==> config.mk <==
export PLATFORM = sky130hd
export DESIGN_NAME = uart_rx_ctrl_flat
export DESIGN_NICKNAME = d
export VERILOG_FILES = /design/src/rtl/uart_rx_pkg.sv /design/src/rtl/uart_rx_ctrl_if.sv /design/src/rtl/uart_rx_parity_calc.sv /design/src/rtl/uart_rx_ctrl.sv /design/src/flat_wrapper.sv
export SDC_FILE = /design/constraint.sdc
export NUM_CORES = 1
export LEC_CHECK = 0
export ABC_CLOCK_PERIOD_IN_PS = 2460
export CAP_MARGIN = 5
export CELL_PAD_IN_SITES_DETAIL_PLACEMENT = 1
export CELL_PAD_IN_SITES_GLOBAL_PLACEMENT = 1
export CORE_MARGIN = 3
export CORE_UTILIZATION = 39
export DETAILED_ROUTE_END_ITERATION = 10
export PLACE_DENSITY_LB_ADDON = 0.15
export SYNTH_ARGS = -nofsm -noshare
export SYNTH_HDL_FRONTEND = slang
export SYNTH_HIERARCHICAL = 1
export SYNTH_SLANG_ARGS = --single-unit
==> constraint.sdc <==
create_clock -name clk -period 2.46 [get_ports clk]
set_input_delay 0.492 -clock clk [delete_from_list [all_inputs] [get_ports clk]]
set_output_delay 0.492 -clock clk [all_outputs]
set_load 0.005 [all_outputs]
==> src/rtl/uart_rx_pkg.sv <==
// rtl/uart_rx_pkg.sv - shared types and constants for the UART RX frame controller
package uart_rx_pkg;

    typedef enum logic [2:0] {
        IDLE,
        START,
        DATA,
        PARITY,
        STOP
    } state_t;

    localparam int PRESC_8  = 8;
    localparam int PRESC_16 = 16;
    localparam int PRESC_32 = 32;

    localparam logic PAR_EVEN = 1'b0;
    localparam logic PAR_ODD  = 1'b1;

endpackage

==> src/rtl/uart_rx_ctrl_if.sv <==
// rtl/uart_rx_ctrl_if.sv - serial line, counter/sampler and frame output bundle (err_count with UART_RX_ERR_CNT_EN)
interface uart_rx_ctrl_if #(
    parameter int DATA_WIDTH = 8,
    parameter int PRESCALE_W = 6,
    parameter int ERR_CNT_W  = 8
) ();

    logic                  rx_in;
    logic [PRESCALE_W-1:0] prescale;
    logic                  par_en;
    logic                  par_typ;
    logic [4:0]            edge_count;
    logic [3:0]            bit_count;
    logic                  sampled_bit;
    logic                  counter_enable;
    logic                  data_samp_en;
    logic [DATA_WIDTH-1:0] p_data;
    logic                  data_valid;
    logic                  par_err;
    logic                  stp_err;
    logic                  busy;
`ifdef UART_RX_ERR_CNT_EN
    logic [ERR_CNT_W-1:0]  err_count;

    modport master (
        input  rx_in, prescale, par_en, par_typ, edge_count, bit_count, sampled_bit,
        output counter_enable, data_samp_en, p_data, data_valid, par_err, stp_err, busy, err_count
    );

    modport slave (
        output rx_in, prescale, par_en, par_typ, edge_count, bit_count, sampled_bit,
        input  counter_enable, data_samp_en, p_data, data_valid, par_err, stp_err, busy, err_count
    );
`else
    modport master (
        input  rx_in, prescale, par_en, par_typ, edge_count, bit_count, sampled_bit,
        output counter_enable, data_samp_en, p_data, data_valid, par_err, stp_err, busy
    );

    modport slave (
        output rx_in, prescale, par_en, par_typ, edge_count, bit_count, sampled_bit,
        input  counter_enable, data_samp_en, p_data, data_valid, par_err, stp_err, busy
    );
`endif

endinterface

==> src/rtl/uart_rx_parity_calc.sv <==
// rtl/uart_rx_parity_calc.sv - expected parity bit for a received data word
module uart_rx_parity_calc
    import uart_rx_pkg::*;
#(
    parameter int DATA_WIDTH = 8
) (
    input  logic [DATA_WIDTH-1:0] data,
    input  logic                  par_typ,
    output logic                  par_bit
);

    always_comb begin
        par_bit = ^data;
        case (par_typ)
            PAR_EVEN: par_bit = ^data;
            PAR_ODD:  par_bit = ~^data;
            default:  par_bit = ^data;
        endcase
    end

endmodule

==> src/rtl/uart_rx_ctrl.sv <==
// rtl/uart_rx_ctrl.sv - UART RX frame controller: start/parity/stop checks, LSB-first deserialiser
// Optional saturating frame-error counter enabled by UART_RX_ERR_CNT_EN.
module uart_rx_ctrl
    import uart_rx_pkg::*;
#(
    parameter int DATA_WIDTH = 8,
    parameter int PRESCALE_W = 6,
    parameter int ERR_CNT_W  = 8
) (
    input  logic           clk,
    input  logic           rst,
    uart_rx_ctrl_if.master bus
);

    state_t                state;
    state_t                state_nxt;
    logic [PRESCALE_W-1:0] presc_q;
    logic                  par_en_q;
    logic                  par_typ_q;
    logic [DATA_WIDTH-1:0] shift_reg;
    logic [DATA_WIDTH-1:0] p_data_q;
    logic                  data_valid_q;
    logic                  par_err_q;
    logic                  stp_err_q;
    logic [4:0]            sp;
    logic [4:0]            ep;
    logic                  at_sp;
    logic                  at_ep;
    logic                  presc_ok;
    logic                  par_exp;
    logic                  frame_start;

    // Sample/end points come from the prescale latched at frame start, not the live input.
    assign sp    = 5'(presc_q >> 1) + 5'd1;
    assign ep    = 5'(presc_q - 1'b1);
    assign at_sp = (bus.edge_count == sp);
    assign at_ep = (bus.edge_count == ep);

    assign presc_ok = (bus.prescale == PRESCALE_W'(PRESC_8))  ||
                      (bus.prescale == PRESCALE_W'(PRESC_16)) ||
                      (bus.prescale == PRESCALE_W'(PRESC_32));

    assign frame_start = (state == IDLE) && (state_nxt == START);

    uart_rx_parity_calc #(
        .DATA_WIDTH(DATA_WIDTH)
    ) u_parity_calc (
        .data    (shift_reg),
        .par_typ (par_typ_q),
        .par_bit (par_exp)
    );

    always_ff @(posedge clk or posedge rst) begin
        if (rst) begin
            state <= IDLE;
        end else begin
            state <= state_nxt;
        end
    end

    always_comb begin
        state_nxt = state;
        case (state)
            IDLE: begin
                if (!bus.rx_in && presc_ok) begin
                    state_nxt = START;
                end
            end
            START: begin
                if (at_sp && bus.sampled_bit) begin
                    state_nxt = IDLE;
                end else if (at_ep) begin
                    state_nxt = DATA;
                end
            end
            DATA: begin
                if (at_ep && (bus.bit_count == 4'(DATA_WIDTH))) begin
                    state_nxt = par_en_q ? PARITY : STOP;
                end
            end
            PARITY: begin
                if (at_ep) begin
                    state_nxt = STOP;
                end
            end
            // Leave at the stop sample point so an immediately following start edge is seen.
            STOP: begin
                if (at_sp) begin
                    state_nxt = IDLE;
                end
            end
            default: state_nxt = IDLE;
        endcase
    end

    always_ff @(posedge clk or posedge rst) begin
        if (rst) begin
            presc_q      <= '0;
            par_en_q     <= 1'b0;
            par_typ_q    <= 1'b0;
            shift_reg    <= '0;
            p_data_q     <= '0;
            data_valid_q <= 1'b0;
            par_err_q    <= 1'b0;
            stp_err_q    <= 1'b0;
        end else begin
            data_valid_q <= 1'b0;
            if (frame_start) begin
                presc_q   <= bus.prescale;
                par_en_q  <= bus.par_en;
                par_typ_q <= bus.par_typ;
                par_err_q <= 1'b0;
                stp_err_q <= 1'b0;
            end
            case (state)
                DATA: begin
                    if (at_sp) begin
                        shift_reg <= {bus.sampled_bit, shift_reg[DATA_WIDTH-1:1]};
                    end
                end
                PARITY: begin
                    if (at_sp && (bus.sampled_bit != par_exp)) begin
                        par_err_q <= 1'b1;
                    end
                end
                STOP: begin
                    if (at_sp) begin
                        if (!bus.sampled_bit) begin
                            stp_err_q <= 1'b1;
                        end
                        if (!par_err_q && bus.sampled_bit) begin
                            p_data_q     <= shift_reg;
                            data_valid_q <= 1'b1;
                        end
                    end
                end
                default: ;
            endcase
        end
    end

`ifdef UART_RX_ERR_CNT_EN
    logic [ERR_CNT_W-1:0] err_cnt_q;

    always_ff @(posedge clk or posedge rst) begin
        if (rst) begin
            err_cnt_q <= '0;
        end else if ((state == STOP) && at_sp && (par_err_q || !bus.sampled_bit) &&
                     (err_cnt_q != {ERR_CNT_W{1'b1}})) begin
            err_cnt_q <= err_cnt_q + 1'b1;
        end
    end

    assign bus.err_count = err_cnt_q;
`endif

    assign bus.counter_enable = (state != IDLE);
    assign bus.data_samp_en   = (state != IDLE);
    assign bus.busy           = (state != IDLE);
    assign bus.p_data         = p_data_q;
    assign bus.data_valid     = data_valid_q;
    assign bus.par_err        = par_err_q;
    assign bus.stp_err        = stp_err_q;

endmodule
==> src/flat_wrapper.sv <==
// flat-port wrapper written by rule: the top's interface ports become plain ports
module uart_rx_ctrl_flat import uart_rx_pkg::*;
#(
    parameter int DATA_WIDTH = 8,
    parameter int PRESCALE_W = 6,
    parameter int ERR_CNT_W  = 8
)
  (clk, rst, bus_rx_in, bus_prescale, bus_par_en, bus_par_typ, bus_edge_count, bus_bit_count, bus_sampled_bit, bus_counter_enable, bus_data_samp_en, bus_p_data, bus_data_valid, bus_par_err, bus_stp_err, bus_busy);
  uart_rx_ctrl_if #(.DATA_WIDTH(DATA_WIDTH), .PRESCALE_W(PRESCALE_W), .ERR_CNT_W(ERR_CNT_W)) bus_i ();
  input  logic clk;
  input  logic rst;
  input wire logic [$bits(bus_i.rx_in)-1:0] bus_rx_in;
  input wire logic [$bits(bus_i.prescale)-1:0] bus_prescale;
  input wire logic [$bits(bus_i.par_en)-1:0] bus_par_en;
  input wire logic [$bits(bus_i.par_typ)-1:0] bus_par_typ;
  input wire logic [$bits(bus_i.edge_count)-1:0] bus_edge_count;
  input wire logic [$bits(bus_i.bit_count)-1:0] bus_bit_count;
  input wire logic [$bits(bus_i.sampled_bit)-1:0] bus_sampled_bit;
  output wire logic [$bits(bus_i.counter_enable)-1:0] bus_counter_enable;
  output wire logic [$bits(bus_i.data_samp_en)-1:0] bus_data_samp_en;
  output wire logic [$bits(bus_i.p_data)-1:0] bus_p_data;
  output wire logic [$bits(bus_i.data_valid)-1:0] bus_data_valid;
  output wire logic [$bits(bus_i.par_err)-1:0] bus_par_err;
  output wire logic [$bits(bus_i.stp_err)-1:0] bus_stp_err;
  output wire logic [$bits(bus_i.busy)-1:0] bus_busy;
  assign bus_i.rx_in = bus_rx_in;
  assign bus_i.prescale = bus_prescale;
  assign bus_i.par_en = bus_par_en;
  assign bus_i.par_typ = bus_par_typ;
  assign bus_i.edge_count = bus_edge_count;
  assign bus_i.bit_count = bus_bit_count;
  assign bus_i.sampled_bit = bus_sampled_bit;
  assign bus_counter_enable = bus_i.counter_enable;
  assign bus_data_samp_en = bus_i.data_samp_en;
  assign bus_p_data = bus_i.p_data;
  assign bus_data_valid = bus_i.data_valid;
  assign bus_par_err = bus_i.par_err;
  assign bus_stp_err = bus_i.stp_err;
  assign bus_busy = bus_i.busy;
  uart_rx_ctrl #(.DATA_WIDTH(DATA_WIDTH), .PRESCALE_W(PRESCALE_W), .ERR_CNT_W(ERR_CNT_W)) u_core (.clk(clk), .rst(rst), .bus(bus_i));
endmodule
==> metrics.cfg, run 1 <==
[die]
coreArea_um2 = 3850
pin_count = 35
dieWidth_um = 70.7
rows = 22
initial_core_util = 0.424
fp.dieH_um = 70.7
dieArea_um2 = 5000

[cts]
root_buffer = clkbuf_8
ctsResizeCount = 0
cts_tree = built
cts.sinks = 30
clk_path_buf_depth = 2
cts_setup_buffers = 0
ctsHtreeMaxLevel = 2
clk_pin_slew_ps = 70
cts_hold_buf = 0
cts_inserted_buffers = 5
worstSkewPairLatency_ps = 280

[logic_synthesis]
synthCells = 139
ys_warn_count = 6
synth_enable_flop_cells = 0
synth_nets = 164
syn_area_per_cell_um2 = 11.8
ys_seq_area_frac = 0.459
synth_area_um2 = 1630
async_flop_share = 1.00
ys_ff_latch = 30
synth.distinct_cells = 39
ys.flop_type = dfrtp_1

[layout]
multi_input_area_um2 = 823
antenna_cells = 0
regArea_um2 = 751
finalNetCount = 205
final_core_util = 0.552
drive_above_1_share = 0.210
nFillCells = 412
area_growth_syn_to_layout_pct = 30.1
fin_cells = 229

[sta]
rsz0062_at_grt = false
slew_viol_final = 0
slew_headroom = 0.670
min_period_over_period = 0.917
setup_viol = 0
whs_ps = 506
hold_violations = 0
finalCriticalPeriod_ps = 2250
worstMarginPinSlew_ps = 493
worst_clock_skew_ps = 11.5
max_freq_ghz = 0.444
finalSetupTns_ps = 0

[routing]
post-route-drc-count = 0
vias_per_cell = 5.10
wirelength_mm = 3.75
wire_per_inst_um = 16.4
drt_first_pass_iters = 4
postRouteAntennaNets = 0
drt_iter0_drc = 40
vias = 1167

[worst_setup_path]
crit_arrival_ps = 2410
critPathMaxFanout = 9
cp-endpoint = u_core/bus.p_data[2]
crit_path_start = u_core/presc_q[1]
cp.required_ps = 2610
ff2ff_setup_slack_ps = 210
start_kind = flop
crit_type = reg2reg
rr_endpoint = u_core/bus.p_data[2]
r2r-start = u_core/presc_q[1]
reg2regPathDepth = 8
crit_path_end_kind = flop

[run]
drv_cap = 0

[placed_design]
place.gp.congestion = 0.820
numPortBuffers = 34
hpwl_mm = 2.72
dpl.cell_count = 221

[grt]
grt.overflow.total = 0
antenna_found_initial = 0
grt_usage = 0.167
grt_first_pass_wirelength_mm = 6.53
grt_max_degree = 31
grt_pass1_vias = 1333

[pwr]
internal_power_mw = 1.07
swShare = 0.315
p_comb_frac = 0.324
clkPwrFrac = 0.263
leakage_nw = 0.986
peakVddDrop_mv = 0.382
switching_power_mw = 0.492
p_per_area_nw_per_um2 = 735
p_seq_frac = 0.414

[worst_hold_path]
hold_depth = 1
worstHoldPathType = reg2reg

[outcome]
status = finished clean

## worst min path at each step
stage,from,endpoint,slack [ps]
after floorplan,u_core/bus.par_err,u_core/bus.par_err,490
after global placement,u_core/bus.p_data[3],u_core/bus.p_data[3],490
after detailed placement,u_core/bus.p_data[5],u_core/bus.p_data[5],500
after CTS,u_core/bus.p_data[3],u_core/bus.p_data[3],510
after global routing,u_core/bus.p_data[1],u_core/bus.p_data[1],530
final,u_core/bus.p_data[3],u_core/bus.p_data[3],510
## critical path: stages (launching register included)
cell and delay, ps:
dfrtp_1 440, inv_1 110, ha_1 320, xnor2_1 170
nand2_1 100, a2111oi_4 290, buf_4 210, nand2_2 160
mux2_2 320
## cells in the final DEF, fill, tap and decap left out, types with 4 or more instances in the layout
cell	instances
mux2_2	21
dfrtp_1	30
xor2_1	6
xnor2_1	12
ha_1	4
clkbuf_8	6
o21ai_0	4
and2_1	4
nor2_1	4
inv_1	8
nand2_1	6
clkdlybuf4s50_1	34
buf_4	4
## cells by family after synthesis
group           share of synthesized area
simple gates                        0.128
flops                               0.459
mux                                 0.145
xor+xnor                            0.120
compound gates                     0.0804
buf+inv                            0.0367
fa+ha+maj                          0.0306
## synth_stat cells, drive strengths merged (3+ instances only)
master / count / area [um^2]
a31oi: 3 / 18.8
and2: 4 / 25.0
buf: 3 / 26.3
dfrtp: 30 / 751
ha: 4 / 50.1
inv: 8 / 30.0
mux2: 21 / 236
nand2: 8 / 35.0
nor2: 4 / 15.0
nor2b: 3 / 18.8
o21ai: 4 / 20.0
or3: 3 / 18.8
xnor2: 13 / 121
xor2: 6 / 52.6
## area by class of cell
type	count	area share
multi-input combinational	97	0.387
sequential	30	0.353
timing repair buffer	38	0.174
clock buffer	7	0.0406
tap	48	0.0283
inverter	8	0.0141
clock inverter	1	0.00235
## power by group through the flow
stage	Clock (mW)	Combinational, mW	Sequential, mW
2_1_floorplan	0	0.376	0.616
3_3_place_gp	0	0.487	0.648
3_5_place_dp	0	0.506	0.653
4_1_cts	0.425	0.514	0.647
5_1_grt	0.462	0.561	0.659
6_report	0.410	0.505	0.646
## metrics by stage
step                worst slack (ps)  instance area (um^2)  total power, mW
global placement               -8.36                  2030             1.14
global route                    76.6                  2130             1.68
CTS                              183                  2130             1.59
floorplan                        411                  1630            0.991
detailed placement             -58.5                  2030             1.16
finish                           205                  2130             1.56
## metal layers
layer,part of all wire,global-route usage,wire length [um]
met1,0.43,0.195,1610
met2,0.51,0.289,1930
met3,0.047,0.0554,177
met4,0.0083,0.0543,31
met5,0,0,0
(Power assumes the default switching activity.)
==> run 2, diff against run 1 <==
--- a/config.mk
+++ b/config.mk
@@ -5,12 +5,13 @@
 export SDC_FILE = /design/constraint.sdc
 export NUM_CORES = 1
 export LEC_CHECK = 0
-export ABC_CLOCK_PERIOD_IN_PS = 2460
+export ABC_CLOCK_PERIOD_IN_PS = 2000
 export CAP_MARGIN = 5
 export CELL_PAD_IN_SITES_DETAIL_PLACEMENT = 1
 export CELL_PAD_IN_SITES_GLOBAL_PLACEMENT = 1
 export CORE_MARGIN = 3
-export CORE_UTILIZATION = 39
+export CORE_UTILIZATION = 36
+export CTS_CLUSTER_DIAMETER = 150
 export DETAILED_ROUTE_END_ITERATION = 10
 export PLACE_DENSITY_LB_ADDON = 0.15
 export SYNTH_ARGS = -nofsm -noshare
==> constraint.sdc (replaced) <==
create_clock -name clk -period 2 [get_ports clk]
set_input_delay 0.4 -clock clk [delete_from_list [all_inputs] [get_ports clk]]
set_output_delay 0.4 -clock clk [all_outputs]
set_load 0.005 [all_outputs]
==> metrics.cfg, run 2 (synthesis results as in run 1) <==
[worst_setup_path]
cp-endpoint = u_core/presc_q[5]
ff2ff_setup_slack_ps = 10
crit_family = simple AND/OR/NAND/NOR gates
crit_arrival_ps = 2180
r2r-start = u_core/presc_q[1]
crit_path_start = bus_prescale[1]
reg2regPathDepth = 8
crit_path_max_incr_delay_ps = 520
critPathMaxFanout = 11
rr_endpoint = u_core/bus.p_data[4]
crit_type = in2reg
start_kind = input pin
cp.required_ps = 2170
crit_path_end_kind = flop
crit_buf_inv = 2
crit_cells = 5
cp_slowest_cell = or4_1
cp_cell_sequence = clkdlybuf4s50_1 -> or4_1 -> or3_1 -> buf_6 -> mux2_2

[run]
drv_cap = 0

[sta]
finalSetupTns_ps = -13.8
finalCriticalPeriod_ps = 2010
slew_viol_final = 0
slew_headroom = 0.675
worst_slack_ps = -9.35
setup_viol = 3
max_freq_ghz = 0.498
rsz0062_at_grt = true
hold_violations = 0
worstMarginPinSlew_ps = 480
worst_clock_skew_ps = 7.50
min_period_over_period = 1.00

[die]
initial_core_util = 0.392
rows = 23
coreArea_um2 = 4170
pin_count = 35
fp.dieH_um = 73.4
dieArea_um2 = 5380
dieWidth_um = 73.4

[outcome]
violations = negative setup slack
status = finished, violations left

[cts]
clk_pin_slew_ps = 70
clk_path_buf_depth = 2
cts_tree = built
cts.sinks = 30
ctsHtreeMaxLevel = 2
root_buffer = clkbuf_8
worstSkewPairLatency_ps = 290
cts_inserted_buffers = 5

[layout]
layout.cells.most_common = clkdlybuf4s50_1
finalNetCount = 228
mostFrequentLayoutCells = clkdlybuf4s50_1, dfrtp_1, buf_4
area_growth_syn_to_layout_pct = 53.4
drive_above_1_share = 0.402
fin_cells = 254
antenna_cells = 0

[placed_design]
place.gp.congestion = 0.812
numPortBuffers = 34
hpwl_mm = 2.88
dpl.cell_count = 238

[routing]
wirelength_mm = 4.53
vias_per_cell = 5.07
drt_first_pass_iters = 4
vias = 1287
drt_iter0_drc = 28
postRouteAntennaNets = 0
post-route-drc-count = 0
wire_per_inst_um = 17.8

[pwr]
p_per_area_nw_per_um2 = 964
power_mw = 2.42
leakage_nw = 1.20
peakVddDrop_mv = 0.464

[grt]
grt_usage = 0.172
grt.overflow.total = 0
grt_pass1_vias = 1420
grt_max_degree = 31
antenna_found_initial = 0
grt_first_pass_wirelength_mm = 6.85

[worst_hold_path]
worstHoldPathType = in2async

==> run 2: cell count changes in the layout (fill, tap and decap cells not counted), moves of 2 or more <==
cell,before,now
buf_4,4,23
buf_6,0,3
ha_1,4,1
nand2_4,0,3
bufinv_16,0,2
dfrtp_1,30,28
dfrtp_2,0,2
ha_4,0,2
inv_1,8,6
mux2_2,21,19
mux2_4,0,2
xnor2_1,12,10
xnor2_2,1,3
==> run 2: worst reg2reg max path: stages (launching register included) <==
cell       delay (ps)
dfrtp_2           450
inv_4              90
ha_4              200
xnor2_2           170
nand2_2            90
a2111oi_4         290
buf_6             190
nand2_4            90
mux2_4            320
==> run 2: metal layers <==
layer  track usage  up-vias  wire [um]
met4        0.0825        0         46
met5             0        -          0
met3        0.0424        4        118
met2         0.290       22       2470
li1              -      608          -
met1         0.203      653       1890
==> run 2: cell type report <==
cell class	count	area (um^2)
tap	50	62.6
clock buffer	6	82.6
sequential	30	753
timing repair buffer	60	549
inverter	8	32.5
fill	437	1670
multi-input combinational	98	967
clock inverter	2	60.1
==> run 2: how the worst min path moves through the flow <==
stage | endpoint | slack, ps | cells after the start
4_1_cts | u_core/presc_q[0] | 490 | 3
6_report | u_core/presc_q[0] | 490 | 3
3_5_place_dp | u_core/bus.p_data[5] | 490 | 1
5_1_grt | u_core/presc_q[0] | 510 | 3
3_3_place_gp | u_core/bus.p_data[4] | 490 | 1
2_1_floorplan | u_core/bus.data_valid | 490 | 1
==> run 2: through the flow <==
stage / area (um^2) / hold WS (ps) / setup slack, ps / utilization
detailed placement: 2150 / 494 / -361 / 0.516
global route: 2510 / 512 / -59.7 / 0.601
global placement: 2150 / 487 / -334 / 0.516
finish: 2510 / 487 / -9.35 / 0.601
floorplan: 1640 / 486 / -3.36 / -
CTS: 2410 / 493 / -27.0 / 0.577
==> run 2: report_power, final <==
part / switching (mW) / total [mW] / internal [mW] / leakage [nW]
combinational: 0.365 / 0.846 / 0.481 / 0.722
sequential: 0.105 / 0.791 / 0.686 / 0.406
clock: 0.248 / 0.779 / 0.531 / 0.0714
==> run 2: repair_timing <==
action,in CTS,in global routing
pin swaps,7,8
cloned,1,0
gates resized for setup,17,18
setup endpoints to repair,21,26
buffers inserted,4,3
hold buffers,0,0
==> run 3, diff against run 2 <==
--- a/config.mk
+++ b/config.mk
@@ -9,10 +9,13 @@
 export CAP_MARGIN = 5
 export CELL_PAD_IN_SITES_DETAIL_PLACEMENT = 1
 export CELL_PAD_IN_SITES_GLOBAL_PLACEMENT = 1
+export CORE_ASPECT_RATIO = 2
 export CORE_MARGIN = 3
-export CORE_UTILIZATION = 36
+export CORE_UTILIZATION = 44
 export CTS_CLUSTER_DIAMETER = 150
 export DETAILED_ROUTE_END_ITERATION = 10
+export DONT_BUFFER_PORTS = 1
+export MAX_ROUTING_LAYER = met4
 export PLACE_DENSITY_LB_ADDON = 0.15
 export SYNTH_ARGS = -nofsm -noshare
 export SYNTH_HDL_FRONTEND = slang
==> metrics.cfg, run 3 (synthesis results as in run 1) <==
[sta]
slew_viol_final = 0
finalCriticalPeriod_ps = 2050
finalSetupTns_ps = -405
worst_slack_ps = -51.9
rsz0062_at_grt = true
worstMarginPinSlew_ps = 691
min_period_over_period = 1.03
setup_viol = 16
hold_violations = 0
max_freq_ghz = 0.487
worst_clock_skew_ps = 10.8
slew_headroom = 0.539

[die]
coreArea_um2 = 3490
initial_core_util = 0.468
rows = 30
dieWidth_um = 49.1
fp.dieH_um = 92.2
dieArea_um2 = 4530
pin_count = 35

[routing]
wirelength_mm = 3.78
drt_first_pass_iters = 2
vias = 1115
post-route-drc-count = 0
postRouteAntennaNets = 0
wire_per_inst_um = 18.4
drt_iter0_drc = 4
vias_per_cell = 5.44

[layout]
area_growth_syn_to_layout_pct = 20.3
regArea_um2 = 753
multi_input_area_um2 = 923
finalNetCount = 181
nFillCells = 380
antenna_cells = 0
layout.cells.most_common = dfrtp_1
drive_above_1_share = 0.363
final_core_util = 0.563
mostFrequentLayoutCells = dfrtp_1, mux2_2, buf_4

[worst_setup_path]
r2r-start = u_core/presc_q[2]
cp_slowest_cell = dfrtp_2
cp.required_ps = 2160
crit_path_end_kind = flop
crit_path_max_incr_delay_ps = 450
crit_type = reg2reg
cp_cell_sequence = ha_4 -> o21bai_1 -> o22ai_2 -> a2111oi_4 -> buf_4 -> nand2_8 -> mux2_4
critPathMaxFanout = 8
start_kind = flop
crit_arrival_ps = 2210
crit_path_start = u_core/presc_q[2]

[placed_design]
hpwl_mm = 2.78
dp_slack_ps = -152
numPortBuffers = 0
place.gp.congestion = 0.816

[grt]
grt_max_degree = 26
antenna_found_initial = 0
grt.overflow.total = 0
grt_usage = 0.184
grt_first_pass_wirelength_mm = 5.98
grt_pass1_vias = 1287

[cts]
cts_tree = built
cts.sinks = 30
ctsHtreeMaxLevel = 2
clk_pin_slew_ps = 70
root_buffer = clkbuf_8
clk_path_buf_depth = 2
cts_inserted_buffers = 5
worstSkewPairLatency_ps = 280

[outcome]
status = finished, violations left
violations = negative setup slack

[worst_hold_path]
worstHoldPathType = in2reg
min-delay-start = bus_prescale[4]

[pwr]
p_per_area_nw_per_um2 = 958
peakVddDrop_mv = 0.552
leakage_nw = 0.923

[run]
drv_cap = 0

## run 3: cell count changes in the layout (fill, tap and decap cells not counted), moves of 2 or more
cell             delta
nand2_8             +2
buf_4              -10
clkdlybuf4s50_1    -33
buf_6               -3
bufinv_16           -2
nand2_4             -3
## run 3: timing repair
| action | CTS | global route |
|---|---|---|
| buffers inserted | 2 | 1 |
| hold buffers | 1 | 0 |
| endpoints found under the hold margin | 5 | 0 |
| gates resized for setup | 14 | 6 |
| setup endpoints to repair | 18 | 18 |
| pin swaps | 7 | 1 |
## run 3: final cells by class
class                      count  area share
sequential                    30       0.383
clock inverter                 1     0.00255
timing repair buffer          14      0.0547
multi-input combinational     97       0.470
inverter                       8      0.0153
clock buffer                   7      0.0439
tap                           48      0.0306
## run 3: path summary, 6_finish.rpt
| path | end | slack (ps) | cells past startpoint |
|---|---|---|---|
| max in group asynchronous | u_core/par_typ_q | 940 | 3 |
| worst max register to register | u_core/shift_reg[5] | -50 | 7 |
| min in group asynchronous | u_core/bus.data_valid | 480 | 2 |
| worst min-delay path | u_core/presc_q[4] | 260 | 1 |
| worst max-delay path | u_core/shift_reg[5] | -50 | 7 |
| worst min register to register | u_core/par_typ_q | 540 | 1 |
## run 3: per-stage QoR
step	power [mW]	area [um^2]	hold WS [ps]	cells
4_1_cts	1.88	1940	250	204
3_5_place_dp	1.32	1740	207	193
3_3_place_gp	1.30	1740	211	193
5_1_grt	2.00	1970	247	205
2_1_floorplan	1.22	1640	486	139
6_report	1.88	1970	262	205
## run 3: per-layer routing
| layer | track usage | wire (um) | up-vias |
|---|---|---|---|
| met5 | - | 0 | - |
| met4 | 0.0926 | 123 | 0 |
| met3 | 0.0553 | 169 | 11 |
| met2 | 0.349 | 2280 | 30 |
| met1 | 0.153 | 1210 | 561 |
| li1 | - | - | 513 |
## run 3: where the power goes
part           leakage (nW)  internal (mW)  switching [mW]
clock                0.0482          0.277           0.215
combinational         0.469          0.305           0.303
sequential            0.406          0.687          0.0964
## run 3: critical path, delay by kind of cell, from the launching register on
| family | cells | cell delay, ps |
|---|---|---|
| AO/OA/AOI/OAI | 3 | 680 |
| adder cells (fa/ha/maj) | 1 | 190 |
| buffers and inverters | 1 | 210 |
| flip-flops | 1 | 450 |
| multiplexers | 1 | 320 |
| AND/OR/NAND/NOR | 1 | 80 |
